File: src/rtl/uart_pkg.sv
// Shared encodings for the oversampling UART receiver: parity modes,
// receiver FSM states and the default oversampling rate.
package uart_pkg;

  localparam int OS_RATE_DEFAULT = 16;

  typedef enum logic [1:0] {
    PAR_NONE     = 2'b00,
    PAR_EVEN     = 2'b01,
    PAR_ODD      = 2'b10,
    PAR_NONE_ALT = 2'b11
  } parity_mode_e;

  typedef enum logic [2:0] {
    IDLE      = 3'd0,
    START     = 3'd1,
    DATA      = 3'd2,
    PARITY    = 3'd3,
    STOP      = 3'd4,
    WAIT_IDLE = 3'd5
  } rx_state_e;

endpackage

File: src/rtl/uart_sync2.sv
// Two-flop synchronizer for the serial line; resets to the idle (high) level
// so a reset never looks like a start bit.
module uart_sync2 (
  input  logic clk,
  input  logic reset_n,
  input  logic d,
  output logic q
);

  logic meta;

  always_ff @(posedge clk or negedge reset_n) begin
    if (!reset_n) begin
      meta <= 1'b1;
      q    <= 1'b1;
    end else begin
      meta <= d;
      q    <= meta;
    end
  end

endmodule

File: src/rtl/uart_rx_os.sv
// Oversampling UART receiver: majority-of-3 bit decisions around mid-bit,
// optional parity, one/two stop bits, single-word holding register.
module uart_rx_os
  import uart_pkg::*;
#(
  parameter int DATA_BITS = 8,
  parameter int OS_RATE   = OS_RATE_DEFAULT
) (
  input  logic                 clk,
  input  logic                 reset_n,
  input  logic                 os_tick,
  input  logic                 rx,
  input  logic [1:0]           parity_mode,
  input  logic                 two_stop,
  output logic [DATA_BITS-1:0] rx_data,
  output logic                 rx_valid,
  input  logic                 rx_ready,
  output logic                 parity_err,
  output logic                 frame_err,
  output logic                 overrun,
  output logic                 break_det,
  output logic                 busy,
  output rx_state_e            dbg_state
);

  localparam int TW = $clog2(OS_RATE);
  localparam logic [TW-1:0] T_S0   = TW'(OS_RATE / 2 - 1);
  localparam logic [TW-1:0] T_S1   = TW'(OS_RATE / 2);
  localparam logic [TW-1:0] T_S2   = TW'(OS_RATE / 2 + 1);
  localparam logic [TW-1:0] T_LAST = TW'(OS_RATE - 1);
  localparam logic [3:0]    B_LAST = 4'(DATA_BITS - 1);

  logic                 rx_s;
  rx_state_e            state, state_n;
  logic [TW-1:0]        tick_cnt;
  logic [3:0]           bit_cnt;
  logic [DATA_BITS-1:0] shreg;
  logic [1:0]           samp;
  logic                 par_en, par_odd, two_q, stop_idx;
  logic                 par_bit, perr_q, ferr_q, brk_q;
  logic                 decide, bit_end, maj, last_stop;
  logic                 brk_now, ferr_now, complete;

  uart_sync2 u_sync (
    .clk     (clk),
    .reset_n (reset_n),
    .d       (rx),
    .q       (rx_s)
  );

  assign decide    = os_tick && (tick_cnt == T_S2);
  assign bit_end   = os_tick && (tick_cnt == T_LAST);
  // Third sample is the live synchronized value on the deciding tick.
  assign maj       = (samp[0] & samp[1]) | (samp[0] & rx_s) | (samp[1] & rx_s);
  assign last_stop = !two_q || stop_idx;
  assign ferr_now  = ferr_q | !maj;
  assign brk_now   = stop_idx ? brk_q
                              : ((shreg == '0) && !(par_en && par_bit) && !maj);

  always_comb begin
    state_n  = state;
    complete = 1'b0;
    case (state)
      IDLE:      if (os_tick && !rx_s) state_n = START;
      START: begin
        if (decide && maj)  state_n = IDLE;
        else if (bit_end)   state_n = DATA;
      end
      DATA:      if (bit_end && (bit_cnt == B_LAST)) state_n = par_en ? PARITY : STOP;
      PARITY:    if (bit_end) state_n = STOP;
      STOP: begin
        if (decide && last_stop) begin
          complete = 1'b1;
          state_n  = ferr_now ? WAIT_IDLE : IDLE;
        end
      end
      WAIT_IDLE: if (os_tick && rx_s) state_n = IDLE;
      default:   state_n = IDLE;
    endcase
  end

  always_ff @(posedge clk or negedge reset_n) begin
    if (!reset_n) state <= IDLE;
    else          state <= state_n;
  end

  always_ff @(posedge clk or negedge reset_n) begin
    if (!reset_n) begin
      tick_cnt <= '0;
      bit_cnt  <= '0;
      shreg    <= '0;
      samp     <= 2'b11;
      par_en   <= 1'b0;
      par_odd  <= 1'b0;
      two_q    <= 1'b0;
      stop_idx <= 1'b0;
      par_bit  <= 1'b0;
      perr_q   <= 1'b0;
      ferr_q   <= 1'b0;
      brk_q    <= 1'b0;
    end else if (state == IDLE) begin
      if (os_tick && !rx_s) begin
        tick_cnt <= '0;
        bit_cnt  <= '0;
        stop_idx <= 1'b0;
        par_bit  <= 1'b0;
        perr_q   <= 1'b0;
        ferr_q   <= 1'b0;
        brk_q    <= 1'b0;
        par_en   <= (parity_mode == PAR_EVEN) || (parity_mode == PAR_ODD);
        par_odd  <= (parity_mode == PAR_ODD);
        two_q    <= two_stop;
      end
    end else if (os_tick) begin
      tick_cnt <= (tick_cnt == T_LAST) ? '0 : tick_cnt + TW'(1);
      if (tick_cnt == T_S0) samp[0] <= rx_s;
      if (tick_cnt == T_S1) samp[1] <= rx_s;
      if (decide) begin
        case (state)
          DATA:   shreg <= {maj, shreg[DATA_BITS-1:1]};
          PARITY: begin
            par_bit <= maj;
            perr_q  <= par_odd ? ~(^shreg ^ maj) : (^shreg ^ maj);
          end
          STOP: begin
            if (!maj)     ferr_q <= 1'b1;
            if (!stop_idx) brk_q <= brk_now;
          end
          default: ;
        endcase
      end
      if (bit_end && (state == DATA)) bit_cnt  <= bit_cnt + 4'd1;
      if (bit_end && (state == STOP)) stop_idx <= 1'b1;
    end
  end

  // Handshake: a word is held while rx_valid is high and is consumed on any
  // clk edge where rx_valid && rx_ready; a frame completing in that same
  // cycle replaces it, otherwise a completion into a full register is dropped.
  always_ff @(posedge clk or negedge reset_n) begin
    if (!reset_n) begin
      rx_data    <= '0;
      rx_valid   <= 1'b0;
      parity_err <= 1'b0;
      frame_err  <= 1'b0;
      overrun    <= 1'b0;
      break_det  <= 1'b0;
    end else begin
      overrun   <= 1'b0;
      break_det <= 1'b0;
      if (complete) begin
        break_det <= brk_now;
        if (!rx_valid || rx_ready) begin
          rx_data    <= shreg;
          parity_err <= perr_q;
          frame_err  <= ferr_now;
          rx_valid   <= 1'b1;
        end else begin
          overrun <= 1'b1;
        end
      end else if (rx_valid && rx_ready) begin
        rx_valid   <= 1'b0;
        parity_err <= 1'b0;
        frame_err  <= 1'b0;
      end
    end
  end

  assign busy      = (state != IDLE);
  assign dbg_state = state;

endmodule

File: config.mk
export PLATFORM = sky130hd
export DESIGN_NAME = uart_rx_os
export DESIGN_NICKNAME = d
export VERILOG_FILES = /design/src/rtl/uart_pkg.sv /design/src/rtl/uart_sync2.sv /design/src/rtl/uart_rx_os.sv
export SDC_FILE = /design/constraint.sdc
export NUM_CORES = 1
export LEC_CHECK = 0
export BUFFER_PORTS_ARGS = -buffer_cell sky130_fd_sc_hd__buf_2
export CORE_MARGIN = 2
export CORE_UTILIZATION = 35
export CTS_CLUSTER_DIAMETER = 200
export CTS_CLUSTER_SIZE = 14
export DETAILED_ROUTE_END_ITERATION = 12
export GPL_ROUTABILITY_DRIVEN = 1
export GPL_TIMING_DRIVEN = 1
export PLACE_DENSITY_LB_ADDON = 0.1
export REMOVE_ABC_BUFFERS = 1
export SLEW_MARGIN = 30
export SYNTH_ARGS = -nofsm -noshare
export SYNTH_HDL_FRONTEND = slang
export SYNTH_SLANG_ARGS = --single-unit
export TNS_END_PERCENT = 20
File: constraint.sdc
create_clock -name clk -period 2.2 [get_ports clk]
set_clock_uncertainty 0.2 [all_clocks]
set_input_delay 0.44 -clock clk [delete_from_list [all_inputs] [get_ports clk]]
set_output_delay 0.44 -clock clk [all_outputs]
set_load 0.02 [all_outputs]
Yosys cells after proc, flatten, opt, wreduce, memory -nomap -nowiden --
Index checks and enable logic that the tools add are counted.
Storage, ports and cells: logic and storage cells 152, output and inout port bits 17, bits of input ports 8, flip-flop bits (word level) 44
Operators by class: $add $sub $neg 2, bitwise operators 9, eq/ne operators 21, muxes and demuxes 53, reduce and logical (&&, ||, !) cells 45
Operators with widths (number):
- two-way mux 1 bit | 36
- two-way mux 4 bit | 7
- two-way mux 3 bit | 9
- one-hot mux 3 bit (6 select lines) | 1
- nonzero test 2 bit | 7
- logical AND 1 bit | 13
- == test 4 bit, second input constant | 3
- AND reduction 3 bit | 4
- inequality test 2 bit, second input constant | 5
- AND reduction 5 bit | 2
- adder 4 x 1 -> 4 bit, second input constant | 2
- == test 4 x 3 -> 1 bit, second input constant | 2
- logical NOT 8 bit | 1
- AND reduction 2 bit | 4
- AND reduction 4 bit | 2
- XOR reduction 8 bit | 1
- == test 3 x 2 -> 1 bit, second input constant | 2
- == test 3 bit, second input constant | 2
- inequality test 2 x 1 -> 1 bit, second input constant | 3
- AND reduction 6 bit | 1
- logical NOT 1 bit | 5
- AND 1 bit | 3
- == test 3 x 1 -> 1 bit, second input constant | 1
- logical NOT 3 bit | 1
- 8 further kinds | 13

Depth between registers and ports, before layout --
Gate-level depths: netlist of the first run.
depth in word-level cells 11, depth in mapped cells 8, mapped depth without buffers 6

Cells and area by module --
From an unflattened synthesis of the first run, not the netlist that was laid out.
Unflattened totals: cells, all modules 206, area, all modules 2302.2 um2
Modules (own cells, without submodules):
- uart_rx_os | times used 1, sequential area each 1053.5 um2, area an instance 2249.7 um2, cells an instance 204
- uart_sync2 | times used 1, sequential area each 52.6 um2, area an instance 52.6 um2, cells an instance 2

Least setup slack after synthesis of the first run --
No wires, ideal clock.
path type register -> register, start point register tick_cnt[0], end point register state[1], in the netlist dbg_state[1], buffers on the path 1, arrival 1.718 ns, library setup time 0.128 ns, stages on the path, launching flop included 7, clock period less this slack 2.045 ns, required time 1.872 ns, slack 0.155 ns, cell sequence dfrtp_1 ha_1 and4_1 buf_2 a211o_1 o32ai_4 mux2_1
Between the ends: word-level cells in the longest chain between the ends 5, elaborated cells on any way between the ends 14, classes of those cells 6 x eq/ne; 2 x mux; 6 x reduce/logical
Ends and longest elaborated chain:
- from (decl) | RTL line uart_rx_os.sv:35 | logic [TW-1:0] tick_cnt;
- from (signal assigned) | RTL line uart_rx_os.sv:115 | tick_cnt <= (tick_cnt == T_LAST) ? '0 : tick_cnt + TW'(1);
- == test 4 bit, on equally long branches | RTL line uart_rx_os.sv:51, uart_rx_os.sv:52
- logical AND 1 bit, on equally long branches | RTL line uart_rx_os.sv:51, uart_rx_os.sv:52
- logical AND 1 bit, on equally long branches | RTL line uart_rx_os.sv:66, uart_rx_os.sv:69, uart_rx_os.sv:72
- inequality test 3 bit (no line) (tied with other cells)
- AND reduction 6 bit (no line) or one-hot mux 3 bit (6 select lines) (tied branches)
- to (signal assigned) | RTL line uart_rx_os.sv:84 | else state <= state_n;
- to (decl) | RTL line uart_rx_os.sv:34 | rx_state_e state, state_n;
Several ways; a longest one is shown, not always the timed one. A chain may end at the register's enable or synchronous reset.

Worst setup path after layout of the first run --
Ends and elaborated chain as after synthesis.

==> results of run 1 <==
## final cells by class
| cell class | count | area [um^2] | area share [%] |
|---|---|---|---|
| Inverter | 15 | 56.30 | 2.188 |
| Clock inverter | 3 | 23.77 | 0.9237 |
| Multi-Input combinational cell | 148 | 997.2 | 38.75 |
| Clock buffer | 5 | 68.82 | 2.674 |
| Sequential cell | 44 | 1106 | 42.98 |
| Tap cell | 75 | 93.84 | 3.646 |
| Timing Repair Buffer | 38 | 227.7 | 8.848 |
## per-stage QoR
step | std cells | util (%) | total power [mW] | area (um^2)
6_report | 328 | 42.96 | 2.634 | 2574
5_1_grt | 328 | 42.96 | 2.848 | 2574
4_1_cts | 328 | 42.90 | 2.676 | 2570
3_5_place_dp | 319 | 41.19 | 2.141 | 2467
3_3_place_gp | 319 | 41.19 | 2.155 | 2467
2_1_floorplan | 207 | - | 1.803 | 2156
## registers in the layout, summed over array words and instances (netlist names), 2 cells and up
name and cells:
samp 2, dbg_state 3, tick_cnt 4, rx_data 8
bit_cnt 4, shreg 8
## metal layers
layer	track usage, %	vias up	wire length [um]
li1	-	833	-
met1	18.46	757	2107
met2	21.26	26	1995
met3	2.584	8	127
met4	6.259	0	91
met5	0	-	0
## cell families after synthesis
family | count (synthesis)
simple gates | 70
compound gates | 54
flops | 44
buf+inv | 23
fa+ha+maj | 10
mux | 8
xor+xnor | 6
## critical path: cells and delay by family, from the launching register on
kind            cells  cell delay [ns]
mux                 1             0.34
fa+ha+maj           1             0.22
compound gates      1             0.26
flops               1             0.46
simple gates        2             0.52
## synth_stat cells (2+ instances only)
cell and instances:
a211o_1 2, a21oi_1 3, a22o_1 4, a32o_1 2, and3_1 4, and4b_1 2
buf_2 7, dfrtp_1 40, dfstp_2 4, ha_1 9, inv_1 14, mux2_1 4
mux2i_1 3, nand2_1 31, nand2b_1 5, nand3_1 7, nand4_1 3, nor2_1 6
nor2b_1 2, nor3b_1 2, o211ai_1 3, o21a_1 2, o21ai_0 6, o21ai_1 24
o31ai_1 2, xnor2_1 4, xor2_1 2
## where the power goes
group | switching, mW | internal, mW | leakage (nW)
Sequential | 0.197 | 0.971 | 0.581
Clock | 0.294 | 0.225 | 0.0404
Combinational | 0.497 | 0.451 | 0.566
## path summary, 6_finish.rpt
check	start	endpoint	slack (ns)	depth (start not counted)
setup / recovery	tick_cnt[0]	dbg_state[1]	0.1	5
hold / removal	rx	u_sync.meta	0.04	1
setup reg to reg	tick_cnt[0]	dbg_state[1]	0.1	5
hold reg to reg	u_sync.meta	u_sync.q	0.16	0
max in group asynchronous	reset_n	samp[1]	0.72	3
min in group asynchronous	reset_n	shreg[3]	0.43	2
## repair_timing
action,4_1_cts,5_1_grt
endpoints found under the setup margin,0,1
gates resized for setup,0,2
hold buffers,1,0
endpoints found under the hold margin,21,0
==> reports/qor.txt, run 1 <==
CP Launch Type = flip-flop
Simple-gate area share of the yosys netlist = 16.88%
Die Y = 83.19 um
FF+latch count, synth = 44
Worst Path Arrival = 2.09 ns
Critical-path maximum fanout = 9
RSZ-0062 raised after global routing = no
Die W = 83.19 um
Place WS = 0.09185 ns
Critical path, cell by cell = ha_1 -> and4b_1 -> and3_4 -> o32ai_4 -> mux2_1
Layout Nets = 269
Synthesis Warnings = 0
Initial Util = 36.63%
GPL Wtd Cong = 0.7917
Number of enable flip-flop cells after synthesis = 0
Antenna Cells = 0
Layout cells sized above 1 = 23.32%
Commonest non-fill, non-tap cells in the layout = dfrtp_1, nand2_1, o21ai_1, buf_2, inv_1
# fillers = 571
Worst slew margin = 65.72%
CP peak stage delay = 0.46 ns
Crit path capture type = flip-flop
Vias in the first global route = 1565
Synth Area in Adders = 5.644%
Initial DRC Count = 78
Final setup vio count = 0
Compound-Gate Fraction of Synth Area = 16.42%
# DRC = 0
GRT Resource Usage Total = 13.68%
Fin worst setup slack = 0.09937 ns
Port bufs = 24
Final hold vios = 0
Worst-Skew Late Latency = 0.31 ns
Largest net degree at the start of global routing = 24
Peak Freq = 476.0 MHz
Setup TNS = 0 ns
Detail Route Antenna Nets = 0
Hold Crit Class = in -> reg
PwrDens = 1024 mW/mm^2
Post-Synth XOR/XNOR Area = 2.395%
Mapped Cells = 215
Clock Path Buffers = 2
P&R area growth vs syn = 17.27%
Critical path class = reg -> reg
Clock Sink Count = 44
Routed vias = 1624
Die area = 0.006920 mm^2
Hpwl dp = 3253 um
Post CTS Setup Buffer Count = 0
Minimum clock period = 2.101 ns
Number of buffers created by CTS = 5
Syn Std Cell Area = 0.002195 mm^2
Dominant synthesized flop cell = dfrtp_1
Ports = 25
Top post-synthesis cells by area = dfrtp_1, o21ai_1, nand2_1, ha_1, dfstp_2
Distinct cell type count after synthesis = 45
CTS root buf = clkbuf_8
CP max-delay cell = dfrtp_1
CTS tree = yes
Yosys top cell area share = 45.61%
Initial antenna violation count = 0
Max rail drop VDD = 0.4818 mV
Area leader, netlist = dfrtp_1
CTS clk-pin slew, worst paths = 0.08 ns
DR vias/cell = 4.951
Tcrit/Tclk final = 95.48%
Critical path required time = 2.19 ns
Multiplexer area fraction after synthesis = 3.934%
WL per Instance = 13.17 um
WHS = 0.03564 ns
Async S/R FF share, synth = 100.0%
Sequential share of the synthesized area = 50.40%
Site row count = 28
Initial DRT Pass Iterations = 4
Largest family of logic cells by synthesized area = simple AND/OR/NAND/NOR gates
Most common cell after layout, fill and taps aside = dfrtp_1
Grt total ovfl = 0
P_leak = 1.187 nW
Core area = 0.005991 mm^2
Worst-Margin Slew = 0.5142 ns
First-pass GRT wire length = 7700 um
Max Slew Vio Count = 0
Syn avg cell area = 10.21 um^2
Post-Route WL = 4321 um
Maxcap violations = 0
H-tree levels = 2
Status = completed
(Power assumes the default switching activity.)
==> run 2, diff against run 1 <==
--- a/config.mk
+++ b/config.mk
@@ -8,2 +8,3 @@
 export BUFFER_PORTS_ARGS = -buffer_cell sky130_fd_sc_hd__buf_2
+export CORE_ASPECT_RATIO = 1.5
 export CORE_MARGIN = 2
==> constraint.sdc (replaced) <==
create_clock -name clk -period 2.68 [get_ports clk]
set_clock_uncertainty 0.2 [all_clocks]
set_input_delay 0.134 -clock clk [delete_from_list [all_inputs] [get_ports clk]]
set_output_delay 0.134 -clock clk [all_outputs]
set_load 0.02 [all_outputs]
==> reports/qor.txt, run 2 (synthesis gave the netlist of run 1 again) <==
Critical-path maximum fanout = 13 (+4)
Commonest non-fill, non-tap cells in the layout = dfrtp_1, nand2_1, o21ai_1
Critical path required time = 2.66 ns (+0.47 ns)
Die Y = 101.0 um (+21%)
Largest regs = rx_data (8), shreg (8)
Crit path capture type = flip-flop
P&R area growth vs syn = 16.99%
Hold depth = 4 (+3)
Layout cells sized above 1 = 17.96% (-5.4 points)
Tcrit/Tclk final = 78.60% (-17 points)
Worst-Margin Slew = 0.5750 ns (+0.06077 ns)
CTS root buf = clkbuf_8
P_leak = 1.177 nW (-0.87%)
Maxcap violations = 0 (unchanged)
# DRC = 0 (unchanged)
Critical path, cell by cell = nor3b_1 -> nand3_1 -> o211ai_1 -> o21ai_1
Number of buffers created by CTS = 5 (unchanged)
Met1 Use GR = 18.98% (+0.51 points)
DR vias/cell = 5.100 (+3.0%)
Port bufs = 24 (unchanged)
Routed vias = 1627 (+0.18%)
CP Launch Type = flip-flop
PwrDens = 888.8 mW/mm^2 (-13%)
CTS tree = yes
H-tree levels = 2 (unchanged)
Clock Sink Count = 44 (unchanged)
Cells on worst reg2reg path = 4 (-1)
Grt total ovfl = 0 (unchanged)
Clock Path Buffers = 2 (unchanged)
Post-Route WL = 4678 um (+8.3%)
Largest net degree at the start of global routing = 45 (+88%)
# fillers = 611 (+7.0%)
Met2 Track Usage GR = 26.18% (+4.9 points)
Initial antenna violation count = 0 (unchanged)
First-pass GRT wire length = 8135 um (+5.6%)
CTS resizes = 0 (unchanged)
Peak Freq = 474.8 MHz (-0.27%)
Worst slew margin = 61.67% (-4.1 points)
Worst-Skew Late Latency = 0.29 ns (-0.02 ns)
Die area = 0.006933 mm^2 (+0.19%)
Ports = 25 (unchanged)
Final hold vios = 0 (unchanged)
RSZ-0062 raised after global routing = no
Min-delay src = parity_mode[0]
Final setup vio count = 0 (unchanged)
Setup TNS = 0 ns (unchanged)
Minimum clock period = 2.106 ns (+0.005730 ns)
Antenna Cells = 0 (unchanged)
Critical path class = reg -> reg
Core area = 0.006087 mm^2 (+1.6%)
Max rail drop VDD = 0.5050 mV (+4.8%)
Hpwl dp = 3391 um (+4.2%)
PnR Total Power = 2.282 mW (-13%)
CTS clk-pin slew, worst paths = 0.08 ns (about the same)
Status = completed
Initial DRC Count = 95 (+22%)
GPL Wtd Cong = 0.7673 (-3.1%)
Die W = 68.66 um (-17%)
Reg-to-Reg Start = dbg_state[2]
Site row count = 35 (+25%)
CP peak stage delay = 0.68 ns (+0.22 ns)
Initial DRT Pass Iterations = 4 (unchanged)
GRT Resource Usage Total = 15.64% (+2.0 points)
Top Usage Layer GRT = met2
Max Slew Vio Count = 0 (unchanged)
Reg-to-reg slack, setup = 0.57 ns (+0.47 ns)
Reg-to-reg endpoint = frame_err
Detail Route Antenna Nets = 0 (unchanged)
Hold Crit Class = in -> reg
CP max-delay cell = dfrtp_1
Initial Util = 36.05% (-0.58 points)
Most common cell after layout, fill and taps aside = dfrtp_1
WL per Instance = 14.66 um (+11%)
Worst Path Arrival = 2.09 ns (about the same)
M3 GR Usage = 3.575% (+0.99 points)
Hold path endpoint = par_en
Layout Nets = 262 (-2.6%)
Vias in the first global route = 1675 (+7.0%)
-- run 2: cell types whose count changed in the layout (fill, tap and decap cells not counted), sizes merged --
cell         previous run  this run
dlygate4sd3             1         6
bufinv                  0         2
buf                    37        25
clkinv                  1         0
clkinvlp                2         0
-- run 2: cell type report --
| type | count | area [um^2] | area share (%) |
|---|---|---|---|
| Sequential cell | 44 | 1106 | 43.08 |
| Multi-Input combinational cell | 148 | 993.5 | 38.69 |
| Timing Repair Buffer | 31 | 190.2 | 7.407 |
| Tap cell | 74 | 92.59 | 3.606 |
| Clock buffer | 5 | 68.82 | 2.680 |
| Clock inverter | 2 | 60.06 | 2.339 |
| Inverter | 15 | 56.30 | 2.193 |
-- run 2: metrics by stage --
stage | hold WS, ns | instances | area (um^2) | utilization [%] | setup slack (ns)
final | 0.004676 | 319 | 2567 | 42.18 | 0.5736
after global routing | 0.01680 | 319 | 2567 | 42.18 | 0.4056
after CTS | 0.003613 | 319 | 2567 | 42.18 | 0.5562
after detailed placement | -0.02334 | 306 | 2379 | 39.07 | 0.5805
after global placement | 0.04096 | 306 | 2376 | 39.03 | 0.5509
after floorplan | -0.3616 | 207 | 2156 | - | 0.5487
-- run 2: layer usage --
layer / wire, um / part of all wire (%) / up-vias
met5: 0 / 0 / -
met4: 81 / 1.7 / 0
met3: 155 / 3.3 / 8
met2: 2552 / 55 / 29
met1: 1889 / 40 / 770
li1: - / - / 820
-- run 2: how the worst max path moves through the flow --
stage,start,to,slack (ns),depth (start not counted)
3_5_place_dp,tick_cnt[0],dbg_state[1],0.58,5
4_1_cts,tick_cnt[1],shreg[7],0.56,5
6_report,dbg_state[2],frame_err,0.57,4
3_3_place_gp,dbg_state[2],frame_err,0.55,4
5_1_grt,tick_cnt[1],shreg[7],0.41,5
2_1_floorplan,dbg_state[2],rx_data[0],0.55,4
-- run 2: what timing repair did --
item,CTS,global route
setup buffers,0,0
hold endpoints to repair,50,0
hold buffers,6,0
-- run 2: critical path: cells and delay by family, from the launching register on --
family	cells	cell delay, ns
AO/OA/AOI/OAI	2	0.33
flip-flops	1	0.68
AND/OR/NAND/NOR	2	0.78
-- run 2: power breakdown --
group / total [mW] / leakage [nW] / internal (mW) / switching [mW]
clock: 0.593 / 0.0642 / 0.367 / 0.226
sequential: 0.990 / 0.581 / 0.796 / 0.194
combinational: 0.699 / 0.532 / 0.318 / 0.381
==> run 3, diff against run 2 <==
Clock period 2.68 ns to 2.1 ns, I/O delays scaled along.
==> reports/qor.txt, run 3 (synthesis gave the netlist of run 1 again) <==
Status = completed
Most common cell after layout, fill and taps aside = dfrtp_1
Post CTS Setup Buffer Count = 0 (unchanged)
Critical path class = reg -> reg
Peak Freq = 502.5 MHz (+5.8%)
Core area = 0.006087 mm^2 (unchanged)
Tcrit/Tclk final = 94.76% (+16 points)
CP Launch Type = flip-flop
CP max-delay cell = dfrtp_1
Max rail drop VDD = 0.5340 mV (+5.7%)
GRT Resource Usage Total = 15.27% (-0.37 points)
Layout Nets = 277 (+5.7%)
Worst Path Arrival = 1.97 ns (-0.12 ns)
Met2 Track Usage GR = 27.59% (+1.4 points)
Number of buffers created by CTS = 5 (unchanged)
Grt total ovfl = 0 (unchanged)
Vias in the first global route = 1674 (-0.060%)
Worst slew margin = 61.51% (-0.16 points)
Met1 Use GR = 17.02% (-2.0 points)
Routed vias = 1698 (+4.4%)
Int Power = 1.781 mW (+20%)
Critical path, cell by cell = ha_1 -> and4_1 -> a211o_1 -> o32ai_4 -> mux2_1
Maxcap violations = 0 (unchanged)
Final setup vio count = 0 (unchanged)
Die W = 68.66 um (unchanged)
Reg-to-reg endpoint = dbg_state[1]
Cell area after layout = 0.002644 mm^2 (+3.0%)
First-pass GRT wire length = 7948 um (-2.3%)
Worst-Margin Slew = 0.5774 ns (+0.002365 ns)
Post-DP Area = 0.002481 mm^2 (+4.3%)
Reg-to-Reg Start = tick_cnt[1]
Crit path max-delay family = compound AO/OA/AOI/OAI gates
Final hold vios = 0 (unchanged)
Non-filler instance count after layout = 335 (+5.0%)
Minimum clock period = 1.990 ns (-0.1164 ns)
P&R area growth vs syn = 20.47%
WL per Instance = 13.88 um (-5.4%)
Cells on worst reg2reg path = 5 (+1)
Initial DRT Pass Iterations = 4 (unchanged)
Largest regs = rx_data (8), shreg (8)
CP endpoint = dbg_state[1]
Buffers & Inverters on Critical Path = 0 (unchanged)
RSZ-0062 raised after global routing = no
Port bufs = 24 (unchanged)
CP peak stage delay = 0.42 ns (-0.26 ns)
Site row count = 35 (unchanged)
Initial DRC Count = 64 (-33%)
CTS resizes = 0 (unchanged)
Reg-to-reg slack, setup = 0.11 ns (-0.46 ns)
Die area = 0.006933 mm^2 (unchanged)
Largest net degree at the start of global routing = 45 (unchanged)
Critical path required time = 2.08 ns (-0.58 ns)
H-tree levels = 2 (unchanged)
Crit path depth = 5 (+1)
Net Sw Frac = 36.81% (+1.7 points)
Clock network fraction of design power = 19.6% (-6.4 points)
Initial Util = 36.05% (unchanged)
Clock Sink Count = 44 (unchanged)
DR vias/cell = 5.069 (-0.62%)
Detail Route Antenna Nets = 0 (unchanged)
Antenna Cells = 0 (unchanged)
Critical-path maximum fanout = 7 (-6)
Top Usage Layer GRT = met2
Post-Route WL = 4649 um (-0.62%)
Max Slew Vio Count = 0 (unchanged)
CTS root buf = clkbuf_8
Hpwl dp = 3483 um (+2.7%)
Die Y = 101.0 um (unchanged)
CTS Hold Bufs = 7 (+1)
# fillers = 592 (-3.1%)
Hold Crit Class = in -> reg
# DRC = 0 (unchanged)
Commonest non-fill, non-tap cells in the layout = dfrtp_1, nand2_1, o21ai_1, buf_2, buf_4
Ports = 25 (unchanged)
Initial antenna violation count = 0 (unchanged)
CTS clk-pin slew, worst paths = 0.08 ns (about the same)
Worst-Skew Late Latency = 0.29 ns (about the same)
P_leak = 1.235 nW (+5.0%)
Critical Path Start = tick_cnt[1]
Flop pwr share = 42.2% (-1.2 points)
# placed instances = 320 (+4.6%)
GPL Wtd Cong = 0.7618 (-0.72%)
Clock Path Buffers = 2 (unchanged)
PwrDens = 1066 mW/mm^2 (+20%)
CTS tree = yes
Logic pwr share = 38.1% (+7.5 points)
Crit path capture type = flip-flop
Net Switching = 1.037 mW (+29%)
Layout cells sized above 1 = 22.61% (+4.6 points)
M3 GR Usage = 3.687% (+0.11 points)
## run 3: changes by cell type in the layout (fill, tap and decap cells not counted), sizes merged
cell and change:
clkbuf +1, clkinv +2, buf +14, bufinv -2, dlygate4sd3 +1
## run 3: through the flow
| stage | util (%) | hold slack (ns) | setup TNS [ns] | total power, mW | setup slack, ns |
|---|---|---|---|---|---|
| 4_1_cts | 43.43 | 0.01223 | 0 | 2.874 | 0.1043 |
| 3_5_place_dp | 40.76 | 0.01384 | 0 | 2.287 | 0.1179 |
| 3_3_place_gp | 40.76 | 0.01084 | 0 | 2.294 | 0.1381 |
| 2_1_floorplan | - | -0.3906 | -0.2506 | 1.888 | -0.03132 |
| 5_1_grt | 43.43 | 0.04796 | 0 | 3.047 | 0.03258 |
| 6_report | 43.43 | 0.02102 | 0 | 2.818 | 0.1100 |
## run 3: layout make-up
class / count / area, um^2 / area share [%]
Inverter: 15 / 56.30 / 2.130
Timing Repair Buffer: 46 / 302.8 / 11.45
Multi-Input combinational cell: 148 / 993.5 / 37.58
Sequential cell: 44 / 1106 / 41.84
Clock buffer: 6 / 82.58 / 3.124
Clock inverter: 2 / 10.01 / 0.3786
Tap cell: 74 / 92.59 / 3.502
## run 3: how the worst min path moves through the flow
stage                         from           to  slack [ns]  cells past startpoint
global route        parity_mode[0]      par_odd        0.05                      4
CTS                 parity_mode[0]      par_odd        0.01                      4
finish              parity_mode[0]      par_odd        0.02                      4
detailed placement              rx  u_sync.meta        0.01                      1
global placement                rx  u_sync.meta        0.01                      1
floorplan                  reset_n   bit_cnt[0]       -0.39                      0
## run 3: tightest hold or removal path, stage by stage
cell	delay [ns]
buf_2	0.09
inv_1	0.05
ha_1	0.13
mux2_1	0.11
## run 3: power groups by stage
stage               clock [mW]  sequential [mW]  combinational [mW]
floorplan                    0             1.25               0.640
global placement             0             1.21                1.09
detailed placement           0             1.21                1.08
CTS                      0.587             1.19                1.09
global route             0.627             1.21                1.21
finish                   0.552             1.19                1.07
## run 3: metal layers
| layer | up-vias | part of all wire (%) |
|---|---|---|
| met1 | 821 | 41 |
| met4 | 0 | 1.1 |
| met2 | 20 | 55 |
| met3 | 5 | 3.1 |
| li1 | 852 | - |
| met5 | - | 0 |
